## src/rtl/sa_psum_drain.sv

```systemverilog
// sa_psum_drain: re-aligns skewed psum columns through per-lane FIFOs and streams whole rows per tile.
// Optional PSUM_RELU_EN applies a signed ReLU to each lane of row_data_o.
module sa_psum_drain #(
    parameter int PE_SIZE    = 4,
    parameter int PSUM_WIDTH = 32,
    parameter int FIFO_DEPTH = 8,
    parameter int ROW_CNT_W  = 8
) (
    input  logic                          clk,
    input  logic                          rst_n,
    input  logic [PSUM_WIDTH*PE_SIZE-1:0] psum_row_i,
    input  logic [PE_SIZE-1:0]            psum_en_i,
    input  logic                          start_i,
    input  logic [ROW_CNT_W-1:0]          num_rows_i,
    input  logic                          clear_i,
    output logic [PSUM_WIDTH*PE_SIZE-1:0] row_data_o,
    output logic                          row_valid_o,
    input  logic                          row_ready_i,
    output logic [ROW_CNT_W-1:0]          row_idx_o,
    output logic                          tile_done_o,
    output logic                          busy_o,
    output logic                          overflow_o
);
    localparam int AW = $clog2(FIFO_DEPTH);

    typedef enum logic [1:0] {IDLE, DRAIN, DONE} state_t;

    state_t               state, state_nx;
    logic [PE_SIZE-1:0]   empty, full, push;
    logic [ROW_CNT_W-1:0] row_cnt, num_rows;
    logic                 pop, last;

    assign pop       = row_valid_o && row_ready_i;
    assign last      = row_cnt == num_rows - 1'b1;
    assign row_idx_o = row_cnt;

    for (genvar g = 0; g < PE_SIZE; g++) begin : g_lane
        logic [PSUM_WIDTH-1:0] mem [FIFO_DEPTH];
        logic [AW:0]           wr_ptr, rd_ptr;
        logic [PSUM_WIDTH-1:0] head;
        assign empty[g] = wr_ptr == rd_ptr;
        assign full[g]  = wr_ptr == {~rd_ptr[AW], rd_ptr[AW-1:0]};
        // a full lane still accepts when the row pops in the same cycle
        assign push[g]  = psum_en_i[g] && (!full[g] || pop);
        assign head     = mem[rd_ptr[AW-1:0]];
        always_ff @(posedge clk or negedge rst_n) begin
            if (!rst_n) begin
                wr_ptr <= '0;
                rd_ptr <= '0;
            end else if (clear_i) begin
                wr_ptr <= '0;
                rd_ptr <= '0;
            end else begin
                if (push[g]) wr_ptr <= wr_ptr + 1'b1;
                if (pop) rd_ptr <= rd_ptr + 1'b1;
            end
        end
        always_ff @(posedge clk) begin
            if (push[g] && !clear_i) mem[wr_ptr[AW-1:0]] <= psum_row_i[PSUM_WIDTH*(PE_SIZE-g)-1 -: PSUM_WIDTH];
        end
`ifdef PSUM_RELU_EN
        assign row_data_o[PSUM_WIDTH*(PE_SIZE-g)-1 -: PSUM_WIDTH] = (row_valid_o && !head[PSUM_WIDTH-1]) ? head : '0;
`else
        assign row_data_o[PSUM_WIDTH*(PE_SIZE-g)-1 -: PSUM_WIDTH] = row_valid_o ? head : '0;
`endif
    end

    always_ff @(posedge clk or negedge rst_n) begin
        if (!rst_n) state <= IDLE;
        else if (clear_i) state <= IDLE;
        else state <= state_nx;
    end

    always_comb begin
        state_nx = state;
        case (state)
            IDLE:    if (start_i) state_nx = (num_rows_i == '0) ? DONE : DRAIN;
            DRAIN:   if (pop && last) state_nx = DONE;
            default: state_nx = IDLE;
        endcase
    end

    always_comb begin
        row_valid_o = (state == DRAIN) && (empty == '0);
        tile_done_o = state == DONE;
        busy_o      = state != IDLE;
    end

    always_ff @(posedge clk or negedge rst_n) begin
        if (!rst_n) begin
            row_cnt    <= '0;
            num_rows   <= '0;
            overflow_o <= 1'b0;
        end else if (clear_i) begin
            row_cnt    <= '0;
            num_rows   <= '0;
            overflow_o <= 1'b0;
        end else begin
            if (state == IDLE && start_i) begin
                row_cnt  <= '0;
                num_rows <= num_rows_i;
            end else if (pop) begin
                row_cnt <= row_cnt + 1'b1;
            end
            if (|(psum_en_i & full) && !pop) overflow_o <= 1'b1;
        end
    end
endmodule
```

## config.mk

```make
export PLATFORM = sky130hd
export DESIGN_NAME = sa_psum_drain
export DESIGN_NICKNAME = d
export VERILOG_FILES = /design/src/rtl/sa_psum_drain.sv
export SDC_FILE = /design/constraint.sdc
export NUM_CORES = 1
export LEC_CHECK = 0
export BUFFER_PORTS_ARGS = -buffer_cell sky130_fd_sc_hd__buf_2
export CORE_ASPECT_RATIO = 0.6
export CORE_MARGIN = 2
export CORE_UTILIZATION = 35
export CTS_BUF_LIST = sky130_fd_sc_hd__clkbuf_8
export DETAILED_ROUTE_END_ITERATION = 8
export SYNTH_ARGS = -nofsm -noshare
export SYNTH_HDL_FRONTEND = slang
export SYNTH_SLANG_ARGS = --single-unit
```

## constraint.sdc

```tcl
create_clock -name clk -period 17.2 [get_ports clk]
set_clock_uncertainty 0.2 [all_clocks]
set_input_delay 0.86 -clock clk [delete_from_list [all_inputs] [get_ports clk]]
set_output_delay 0.86 -clock clk [all_outputs]
set_load 0.03 [all_outputs]
```

## Word-level counts from Yosys, hierarchy flattened

Memories as Yosys holds them, arrays and structs flattened.
Index checks and enable logic that the tools add are counted.

| word-level totals | value |
|---|---|
| bits in writable memories | 1024 |
| output and inout bits | 140 |
| flip-flop bits (word level) | 51 |
| latch bits | 0 |
| bits in read-only memories | 0 |
| memories kept | 4 |

| cells by class | value |
|---|---|
| add/subtract/negate cells | 10 |
| bitwise logic cells | 5 |
| muxes and demuxes | 40 |
| div/mod/pow operators | 0 |
| shifts and indexed selects | 0 |
| reduce and logical (&&, ||, !) cells | 37 |
| equality and inequality tests | 13 |
| $mul | 0 |
| magnitude comparators | 0 |

Memory list:

| name | depth | bits a word | read ports | clocked after memory_dff | wr ports | RTL line | source |
|---|---|---|---|---|---|---|---|
| g_lane[0].mem | 8 | 32 | 1 | 0 | 1 | 38 | `logic [PSUM_WIDTH-1:0] mem [FIFO_DEPTH];` |
| g_lane[1].mem | 8 | 32 | 1 | 0 | 1 | 38 |  |
| g_lane[2].mem | 8 | 32 | 1 | 0 | 1 | 38 |  |
| g_lane[3].mem | 8 | 32 | 1 | 0 | 1 | 38 |  |

Operators by type and width:

| operator | number |
|---|---|
| 2-to-1 mux 32 bit | 4 |
| 2-to-1 mux 4 bit | 16 |
| 2-to-1 mux 8 bit | 5 |
| adder 4 x 1 -> 4 bit, second input constant | 8 |
| == test 4 bit | 8 |
| nonzero test 2 bit | 8 |
| logical AND 1 bit | 13 |
| 2-to-1 mux 1 bit | 10 |
| adder 8 x 1 -> 8 bit, second input constant | 1 |
| == test 8 bit | 1 |
| zero test 8 bit | 1 |
| 2-to-1 mux 2 bit | 4 |
| subtractor 8 x 1 -> 8 bit, second input constant | 1 |
| zero test 1 bit | 6 |
| != test 3 bit, second input constant | 2 |
| bitwise AND 4 bit | 1 |
| zero test 4 bit | 1 |
| logical OR 1 bit | 4 |
| inverter 1 bit | 4 |
| case mux 2 bit (2 select lines) | 1 |
| OR reduction 4 bit | 1 |
| nonzero test 3 bit | 1 |
| == test 2 x 1 -> 1 bit, second input constant | 1 |
| == test 2 bit, second input constant | 1 |
| other kinds (2) | 2 |

## Longest topological paths before layout

Gate-level depths: netlist of the first run.

| logic depth | value |
|---|---|
| depth after elaboration | 9 |
| gate-level depth with buffers | 8 |
| mapped depth without buffers | 7 |

## Least setup slack after synthesis of the first run

Ideal clock, no wire load.

| path | value |
|---|---|
| path type | input-to-reg |
| start | in row_ready_i |
| end | mem g_lane[2].mem[2][0] (enable) |
| data required time | 16487 ps |
| cell stages on the path | 5 |
| arrival | 5003 ps |
| path buffers | 1 |
| path slack | 11484 ps |
| path through | inv_1 a311oi_1 buf_2 a21oi_2 nor4b_1 |

| on the way | value |
|---|---|
| cells in the longest elaborated chain, start to end | 6 |

RTL lines:

| item | RTL line | source |
|---|---|---|
| from (decl) | 18 | `input logic row_ready_i,` |
| logical AND 1 bit | 33 | `assign pop = row_valid_o && row_ready_i;` |
| logical OR 1 bit | 44 | `assign push[g] = psum_en_i[g] && (!full[g] \|\| pop);` |
| logical AND 1 bit | 44 |  |
| logical AND 1 bit | 59 | `if (push[g] && !clear_i) mem[wr_ptr[AW-1:0]] <= psum_row_i[PSUM_WIDTH*(PE_SIZE-g)-1 -: PSUM_WIDTH];` |
| 2-to-1 mux 1 bit | 59 |  |
| 2-to-1 mux 1 bit (not written as such) | 59 |  |
| to (decl) | 38 |  |

No other way between the ends.

## Final worst setup path of the first run

| path | value |
|---|---|
| start | reg g_lane[3].rd_ptr[2] |
| end | out row_data_o[30] |

| on the way | value |
|---|---|
| cells in the longest elaborated chain, start to end | 4 |
| elaborated cells on any way between the ends | 5 |
| those cells by class | eq/ne (1); mux (1); reduce/logical (2); memory (1) |

RTL lines:

| item | RTL line | source |
|---|---|---|
| from (decl) | 39 | `logic [AW:0] wr_ptr, rd_ptr;` |
| from (signal assigned) | 55 | `if (pop) rd_ptr <= rd_ptr + 1'b1;` |
| == test 4 bit | 41 | `assign empty[g] = wr_ptr == rd_ptr;` |
| zero test 4 bit | 84 | `row_valid_o = (state == DRAIN) && (empty == '0);` |
| logical AND 1 bit | 84 |  |
| 2-to-1 mux 32 bit * | 64 | `assign row_data_o[PSUM_WIDTH*(PE_SIZE-g)-1 -: PSUM_WIDTH] = row_valid_o ? head : '0;` |
| to (decl) | 16 | `output logic [PSUM_WIDTH*PE_SIZE-1:0] row_data_o,` |

Mark *: on every way between the ends. The rest lies on a longest branch, timed or not.

==> flow_summary.ini, run 1 <==
[power]
p_leak_nw = 16.5
ir_drop_uv = 56.5
cellPowerDensity_nw_per_um2 = 102

[worst_setup_path]
end_kind = output port
worstReg2RegEnd = g_lane[3].mem[4][9]
r2r_slack_ps = 12780
cp_slowest_cell = o221a_2
setup.worst_path.start_class = register
reg2reg_depth = 8
critPathMostFrequentCell = buf_4
required_ps = 16140
max_stage_delay_ps = 780
path_class = reg -> out
rr_startpoint = g_lane[0].rd_ptr[1]
cp_max_fo = 86
cp_data_arrival_time_ps = 4490
path_cells = buf_4 -> xnor2_1 -> nand3_1 -> o221a_2 -> nand2_8 -> buf_4 -> a21oi_1 -> buf_2

[synthesis]
yosysSeqAreaShare_pct = 75.9
postSynthCellCount = 2204
synthArstFlopShare_pct = 4.74
synth_ff_type = edfxtp_1
yosysUniqueCellTypes = 50
syn_nets = 2359
synthesis.area_sq_um = 42200
synth_edf_count = 1024
yosys_warnings = 0
ys_ff_latch = 1075
avgSynthCellArea_sq_um = 19.2

[routing]
wirelength_mm = 102
ant_nets = 0
via_count = 22800
drtIter0Drc = 2072
wl_per_cell_um = 23.1
dr.pass1.iters = 8
vias_per_cell = 5.14
drc_errors = 0

[worst_hold_path]
whs_path_depth = 1
hp-class = in -> reg
min-delay-start = psum_row_i[40]
worst_hold_path.endpoint = g_lane[2].mem[0][8]

[floorplanning]
die_y_um = 273
fp.dieW_um = 452
start_util_pct = 35.3
core.rowCount = 98
core_area_sq_um = 119000
pin_count = 285
die-area_sq_um = 123000

[timing]
min_period_over_period_pct = 32.3
setup_viol = 0
fin_ws_ps = 11650
hold_viol_final = 0
relSlewSlack_pct = 24.0
fin_setup_tns_ps = 0
maxSlewViolCount = 0
rsz0062_at_grt = false
fmax_ghz = 0.180
fin_crit_ps = 5550
tightest_slew_ps = 1140

[grt]
grt_pass1_vias = 24600
antenna_found_initial = 12
overflow = 0
grt_pass1_wl_mm = 153
grtUsageTotal_pct = 16.6
grt_max_degree = 87

[placed_design]
io_buffer_count = 284
place_hpwl_mm = 54.8
dp_slack_ps = 12430
gp_congestion = 0.738

[layout]
area_growth_pct = 18.6
layout-drive-gt1-share_pct = 30.0
fin_nets = 2854

[cts]
cts_tree = done
clockBufferDepth = 3
cts_setup_buffers = 0
cts_num_sinks = 1075
h-tree-depth = 4
cts-resized-gates = 0
cts_hold_buffers = 128
numCtsBuffers = 164
cts-root-buf = clkbuf_8
clock_latency_ps = 870
clkSlewWorstSetupHoldPaths_ps = 60

[run]
maxCapViolCount = 0

[status]
status = finished clean
-- placed cells by master (no fill, tap or decap), types with 12 or more instances in the layout --
master / count
nor2_1: 23
nand4_1: 12
clkinv_1: 46
o311ai_0: 13
inv_1: 64
buf_2: 284
buf_4: 52
dfrtp_1: 42
a21oi_1: 163
clkinv_2: 14
mux4_2: 256
xnor2_1: 16
nand2_1: 270
clkbuf_8: 170
edfxtp_1: 1024
dlygate4sd3_1: 128
nand2b_1: 15
nor4_2: 12
xor2_1: 12
o21ai_0: 13
nand3_1: 35
-- report_power, final --
part	total [W]	leakage, nW	switching (W)	internal, W
combinational	0.000173	4.86	0.000105	0.0000680
clock	0.00199	1.74	0.000996	0.000997
sequential	0.00292	9.94	0.0000138	0.00290
-- critical path: cells and delay by family, from the launching register on --
kind,cells,cell delay [ps]
buffers and inverters,3,1220
AO/OA/AOI/OAI,2,1030
AND/OR/NAND/NOR,2,820
flip-flops,1,320
XOR/XNOR,1,170
-- stage by stage --
| step | area, sq um | hold WS [ps] | std cells | util (%) | power [W] |
|---|---|---|---|---|---|
| 2_1_floorplan | 42200 | 295 | 2204 | - | 0.00304 |
| 3_3_place_gp | 45700 | 309 | 4005 | 38.3 | 0.00311 |
| 3_5_place_dp | 45700 | 305 | 4005 | 38.3 | 0.00312 |
| 4_1_cts | 50100 | 0.0147 | 4427 | 41.9 | 0.00516 |
| 5_1_grt | 50100 | 43.4 | 4432 | 41.9 | 0.00528 |
| 6_report | 50100 | 107 | 4434 | 41.9 | 0.00509 |
-- cell type report --
type | instances | area, sq um
fillers | 10600 | 69400
repair buffers | 464 | 3090
clock buffers | 170 | 2340
diodes | 7 | 17.5
inverters | 16 | 60.1
clock inverters | 124 | 699
multi-input cells | 978 | 9820
well taps | 1600 | 2000
flip-flops and latches | 1075 | 32000
-- cell usage after synthesis (4+ instances only) --
cell | n | area share [%]
o311ai_0 | 13 | 0.27
nor3b_1 | 8 | 0.14
nand2_1 | 271 | 2.4
a22o_1 | 6 | 0.12
mux4_2 | 256 | 14
nand4_1 | 12 | 0.18
o21ai_0 | 13 | 0.15
a21oi_1 | 163 | 1.9
edfxtp_1 | 1024 | 73
nor2b_1 | 7 | 0.10
clkbuf_1 | 76 | 0.68
a31oi_1 | 7 | 0.10
nor3_1 | 17 | 0.20
nand2b_1 | 15 | 0.22
a211oi_1 | 4 | 0.071
a311oi_1 | 5 | 0.10
nor4_1 | 15 | 0.22
ha_1 | 10 | 0.30
o31ai_1 | 8 | 0.14
a31o_2 | 6 | 0.12
xnor2_1 | 16 | 0.33
nand3_1 | 35 | 0.41
nor2_1 | 28 | 0.25
xor2_1 | 12 | 0.25
or3_1 | 6 | 0.089
inv_1 | 16 | 0.14
buf_2 | 37 | 0.44
buf_1 | 21 | 0.19
nor4b_1 | 8 | 0.17
dfrtp_1 | 51 | 3.0
or4_1 | 9 | 0.16
-- how the worst max path moves through the flow --
stage / startpoint / to / slack [ps] / cells after the start
2_1_floorplan: row_ready_i / g_lane[2].mem[2][0] / 11480 / 5
3_3_place_gp: g_lane[3].rd_ptr[0] / row_data_o[67] / 12470 / 6
3_5_place_dp: g_lane[3].rd_ptr[2] / row_data_o[101] / 12430 / 8
4_1_cts: g_lane[3].rd_ptr[2] / row_data_o[101] / 11440 / 8
5_1_grt: g_lane[3].rd_ptr[0] / row_data_o[101] / 11280 / 7
6_report: g_lane[3].rd_ptr[2] / row_data_o[30] / 11650 / 8
-- per-layer routing --
| metal | global-route usage, % | vias to the layer above | share of wire (%) |
|---|---|---|---|
| met1 | 23.2 | 12000 | 44 |
| met4 | 5.26 | 8 | 2.2 |
| met3 | 3.35 | 176 | 5.9 |
| met2 | 26.3 | 709 | 48 |
| met5 | 0 | - | 0.051 |
| li1 | - | 9941 | - |
-- state kept, by name, indices dropped and copies added, names as in the netlist --
| register | cells |
|---|---|
| overflow_o | 1 |
| num_rows | 8 |
| row_idx_o | 8 |
| g_lane.mem | 1024 |
| state | 2 |
| g_lane.wr_ptr | 16 |
| g_lane.rd_ptr | 16 |
-- cells by family (layout without fill, tap and decap cells) --
group / count (synthesis) / count (layout) / share of synthesized area, %
flops: 1075 / 1075 / 75.9
compound gates: 244 / 244 / 3.38
simple gates: 440 / 440 / 4.75
xor+xnor: 28 / 28 / 0.581
fa+ha+maj: 10 / 10 / 0.296
other cells: 0 / 7 / 0
mux: 256 / 256 / 13.7
buf+inv: 151 / 774 / 1.46
(Power assumes the default switching activity.)
==> run 2, diff against run 1 <==
ABC_AREA = 1   (was unset)
clock period = 4.46 ns   (was 17.2 ns; I/O delays follow)
==> run 2 against run 1 <==
Register-to-register slack worse by 12000 ps. Sequential share of layout area down 3.3 points. Area after synthesis up 2.6%. Critical endpoint is now row_data_o[53]. Non-clock buffer count up 195. Largest power group unchanged. Die area up 2.6%. Clock power rose to 3.9 times the previous value. Largest cell class unchanged. Hold slack worse by 36 ps. Total power rose to 4.4 times the previous value. Critical path type unchanged. Synthesized cell count up 50%.
==> flow_summary.ini, run 2 <==
[cts]
cts-root-buf = clkbuf_8
clockBufferDepth = 3
cts_tree = done
clkSlewWorstSetupHoldPaths_ps = 70
clock_latency_ps = 880
h-tree-depth = 4
numCtsBuffers = 163
cts_num_sinks = 1075

[synthesis]
avgSynthCellArea_sq_um = 13.1
yosys-top-cells-area = edfxtp_1 (71%), nand2_1 (6.7%), a21oi_1 (4.4%)
yosys_warnings = 0
syn_nets = 3451
synth_top_area_share_pct = 71.0
yosysUniqueCellTypes = 35
yosys.area_share.adder_pct = 0.289
synth-simple-area-share_pct = 10.0
yosysSeqAreaShare_pct = 73.9
synthArstFlopShare_pct = 4.74
synth_edf_count = 1024
synth_compound_area_share_pct = 12.4
synth_ff_type = edfxtp_1
synth.area.mux_share_pct = 0
synthesis.area_sq_um = 43300
postSynthCellCount = 3296
synth_top_family_by_area = compound AO/OA/AOI/OAI gates
synth_most_common_cell = edfxtp_1
synthXorXnorAreaFrac_pct = 0.526
yosysTopAreaCell = edfxtp_1
ys_ff_latch = 1075
synthTopCellsByCount = edfxtp_1 (1024), nand2_1 (774), a21oi_1 (385), nor2_1 (201), clkbuf_1 (166)

[worst_setup_path]
r2r_slack_ps = 680
path_cells = buf_4 -> nand2_1 -> nand2_1 -> nor2_1 -> nand2_1 -> nand2_1 -> nor2_4 -> nand2_4 -> buf_12 -> buf_4 -> a211oi_1 -> buf_2
cp_top_family = buffers and inverters
crit_path_end = row_data_o[53]
path_class = reg -> out
end_kind = output port
rr_startpoint = g_lane[2].rd_ptr[0]
max_stage_delay_ps = 430
required_ps = 4040
cp.buffers_inverters = 4
worstSetupStartpoint = g_lane[2].rd_ptr[0]
worstReg2RegEnd = g_lane[1].mem[4][23]
setup.worst_path.start_class = register
cp_max_fo = 42
cp_slowest_cell = a211oi_1
critPathMostFrequentCell = nand2_1
reg2reg_depth = 12
cp_data_arrival_time_ps = 3780
crit_cells = 12

[placed_design]
gp_congestion = 0.789
dp_slack_ps = 610
place_hpwl_mm = 62.4
dpl_cell_area_sq_um = 46700
io_buffer_count = 284

[layout]
final_cell_mix = edfxtp_1 (1024), nand2_1 (773), a21oi_1 (385)
layout-drive-gt1-share_pct = 15.9
mostFrequentLayoutCell = edfxtp_1
area_growth_pct = 21.9
largest_reg_flops = 1024
fin_nets = 4044
fin_area_sq_um = 52800

[power]
comb_power_share_pct = 14.4
p_sw_share_pct = 27.7
internal_power_w = 0.0162
p_switching_w = 0.00618
ir_drop_uv = 259
p_leak_nw = 19.2
p_seq_share_pct = 50.6
p_clk_share_pct = 35.0
cellPowerDensity_nw_per_um2 = 423

[status]
status = finished clean

[worst_hold_path]
hp-class = in -> reg

[grt]
grt_pass1_vias = 27900
grt_max_degree = 93
grt_pass1_wl_mm = 173
overflow = 0
grtUsageTotal_pct = 17.7
antenna_found_initial = 17

[timing]
maxSlewViolCount = 0
rsz0062_at_grt = false
min_period_over_period_pct = 94.3
tightest_slew_ps = 1020
fmax_ghz = 0.238
fin_ws_ps = 256
relSlewSlack_pct = 32.1
fin_crit_ps = 4200
hold_viol_final = 0
fin_setup_tns_ps = 0
setup_viol = 0

[routing]
ant_nets = 0
drtIter0Drc = 2759
dr.pass1.iters = 5
wirelength_mm = 114
via_count = 28800
drc_errors = 0
wl_per_cell_um = 20.2
vias_per_cell = 5.11

[floorplanning]
pin_count = 285
start_util_pct = 35.5
die_y_um = 277
core_area_sq_um = 122000
die-area_sq_um = 127000
core.rowCount = 99
fp.dieW_um = 458

[run]
maxCapViolCount = 0
[run 2: logic make-up after synthesis]
family,after synthesis
AOI/OAI and AO/OA,803
xor gates and xnor gates,26
adders and majority gates,10
buffers and inverters,290
DFF,1075
and+or+nand+nor,1092
[run 2: layout make-up]
cell class / count / area, sq um
fillers: 11200 / 69300
flip-flops and latches: 1075 / 32000
multi-input cells: 1931 / 10300
repair buffers: 659 / 5130
clock buffers: 164 / 2260
well taps: 1616 / 2020
clock inverters: 121 / 769
inverters: 59 / 238
diodes: 12 / 30.0
[run 2: how the worst min path moves through the flow]
stage,startpoint,end,depth (start not counted),slack (ps)
3_3_place_gp,rst_n,g_lane[0].wr_ptr[1],1,210
4_1_cts,psum_row_i[69],g_lane[1].mem[1][5],2,1
3_5_place_dp,rst_n,g_lane[0].wr_ptr[1],1,210
2_1_floorplan,rst_n,g_lane[0].rd_ptr[0],0,-270
5_1_grt,psum_row_i[57],g_lane[2].mem[4][25],2,20
6_report,psum_row_i[69],g_lane[1].mem[7][5],2,70
[run 2: power groups by stage]
stage | registers (W) | clock network (W) | logic (W)
6_report | 0.0113 | 0.00782 | 0.00321
3_3_place_gp | 0.0115 | 0 | 0.00294
3_5_place_dp | 0.0115 | 0 | 0.00296
4_1_cts | 0.0113 | 0.00805 | 0.00320
5_1_grt | 0.0113 | 0.00848 | 0.00355
2_1_floorplan | 0.0115 | 0 | 0.00207
[run 2: per-layer routing]
layer	vias to the layer above	share of wire [%]	GRT usage, %
li1	13500	-	-
met1	14200	47	26.0
met2	955	44	25.9
met3	171	6.5	3.60
met4	8	2.3	6.05
met5	-	0.029	0
[run 2: stage by stage]
| step | utilization (%) | hold WS, ps | power, W | cells |
|---|---|---|---|---|
| 2_1_floorplan | - | -273 | 0.0136 | 3296 |
| 3_3_place_gp | 38.2 | 212 | 0.0145 | 5039 |
| 3_5_place_dp | 38.2 | 210 | 0.0145 | 5039 |
| 4_1_cts | 43.2 | 1.02 | 0.0226 | 5624 |
| 5_1_grt | 43.2 | 23.6 | 0.0234 | 5635 |
| 6_report | 43.2 | 71.4 | 0.0223 | 5637 |
[run 2: what timing repair did]
item,4_1_cts,5_1_grt
hold buffers,300,0
buffers inserted,0,1
gates resized for setup,0,3
endpoints found under the hold margin,1233,0
setup endpoints to repair,0,24
==> run 3, diff against run 2 <==
CORE_UTILIZATION = 40   (was 35)
RECOVER_POWER = 50   (was unset)
clock period = 3.95 ns   (was 4.46 ns; I/O delays follow)
==> run 3 against run 2 <==
The run now ends with capacitance limit, slew limit left. Largest power group unchanged. Count of clock-buffer cells in the layout shrank 4. Die area shrank 12%. Combinational power grew 14%. Largest cell class unchanged.
==> flow_summary.ini, run 3 (synthesized netlist as in run 2, its figures left out) <==
[routing]
drtIter0Drc = 2751
via_count = 28900
vias_per_cell = 5.32
wirelength_mm = 114
wl_per_cell_um = 20.9
drc_errors = 0
dr.pass1.iters = 6
ant_nets = 0

[worst_setup_path]
cp_data_arrival_time_ps = 3390
cp_max_fo = 130
end_kind = output port
required_ps = 3550
worstSetupStartpoint = g_lane[1].rd_ptr[0]
path_class = reg -> out
setup.worst_path.start_class = register
rr_startpoint = g_lane[1].rd_ptr[0]

[timing]
tightest_slew_ps = 2430
fin_ws_ps = 164
fin_crit_ps = 3790
min_period_over_period_pct = 95.9
fin_setup_tns_ps = 0
setup_viol = 0
holdWs_ps = 132
relSlewSlack_pct = -62.1
fmax_ghz = 0.264
hold_viol_final = 0
rsz0062_at_grt = false
maxSlewViolCount = 36

[floorplanning]
core.rowCount = 93
die-area_sq_um = 111000
core_area_sq_um = 107000
fp.dieW_um = 429
pin_count = 285
die_y_um = 259
start_util_pct = 40.3

[status]
violations = capacitance limit, slew limit
status = finished with violations

[grt]
grt_pass1_wl_mm = 174
antenna_found_initial = 6
grtUsageTotal_pct = 20.3
overflow = 0
grt_pass1_vias = 28000
grt_max_degree = 131

[layout]
area_growth_pct = 21.9
fin_nets = 4050
largest_reg_flops = 1024
final_cell_mix = edfxtp_1 (1024), nand2_1 (780), a21oi_1 (385)
mostFrequentLayoutCell = edfxtp_1
fin_area_sq_um = 52800
layout-drive-gt1-share_pct = 14.9
instances_no_fill = 5441

[run]
maxCapViolCount = 1

[worst_hold_path]
hp-class = in -> reg
min-delay-start = psum_en_i[2]

[cts]
cts-root-buf = clkbuf_8
cts_num_sinks = 1075
clkSlewWorstSetupHoldPaths_ps = 70
clock_latency_ps = 860
h-tree-depth = 4
clockBufferDepth = 3
cts_tree = done
numCtsBuffers = 159

[placed_design]
placedCellCount = 4850
gp_congestion = 0.835
dpl_cell_area_sq_um = 46800
place_hpwl_mm = 60.7
dp_slack_ps = 438
io_buffer_count = 284

[power]
ir_drop_uv = 295
cellPowerDensity_nw_per_um2 = 473
p_leak_nw = 19.2
run 3: cell count changes in the layout (fill, tap and decap cells not counted), sizes merged:
cell	before	now
clkinvlp	4	1
buf	360	327
bufinv	6	4
clkinv	53	56
diode	12	5
inv	117	115
clkbuf	164	195
dlygate4sd3	299	307
run 3: power breakdown:
part / switching [W] / internal, W
clock: 0.00441 / 0.00410
combinational: 0.00239 / 0.00128
sequential: 0.000106 / 0.0127
run 3: layout make-up:
type,instances,area (sq um)
inverter,59,236
antenna,5,12.5
sequential,1075,32000
multi-input combinational,1931,10300
clock inverter,117,706
fill,9498,54600
timing repair buffer,669,5540
clock buffer,160,2200
tap,1425,1780
run 3: routing by layer:
metal / share of wire (%) / global-route usage [%] / vias to the layer above
met5: 0.011 / 0 / -
met4: 2.1 / 6.57 / 2
met3: 6.6 / 3.87 / 154
met2: 44 / 29.6 / 957
met1: 47 / 30.6 / 14300
li1: - / - / 13500
run 3: worst max-delay path, stage by stage (launching register included):
cell      delay (ps)
dfrtp_4          630
inv_4            130
buf_16           320
nand2_1          130
a22oi_1          220
nor2_1            60
a211oi_1         550
buf_2            310
run 3: path summary, 6_finish.rpt:
path	to	slack (ps)	cells after the start
worst max-delay path	row_data_o[85]	160	7
worst min-delay path	g_lane[2].wr_ptr[0]	130	4
worst max register to register	g_lane[2].mem[6][29]	430	12
worst min register to register	overflow_o	310	2
max in group asynchronous	g_lane[1].rd_ptr[0]	540	4
min in group asynchronous	g_lane[2].wr_ptr[0]	690	4
run 3: what timing repair did:
| item | CTS | global route |
|---|---|---|
| setup endpoints to repair | 40 | 4 |
| gates resized for setup | 9 | 6 |
| cloned | 0 | 0 |
| hold buffers | 308 | 0 |
| buffers inserted | 1 | 0 |
| pin swaps | 0 | 0 |
| endpoints found under the hold margin | 1881 | 0 |
run 3: metrics by stage:
stage / util [%] / power, W
4_1_cts: 49.2 / 0.0252
3_5_place_dp: 43.6 / 0.0164
3_3_place_gp: 43.6 / 0.0164
6_report: 49.2 / 0.0250
5_1_grt: 49.2 / 0.0261
2_1_floorplan: - / 0.0153
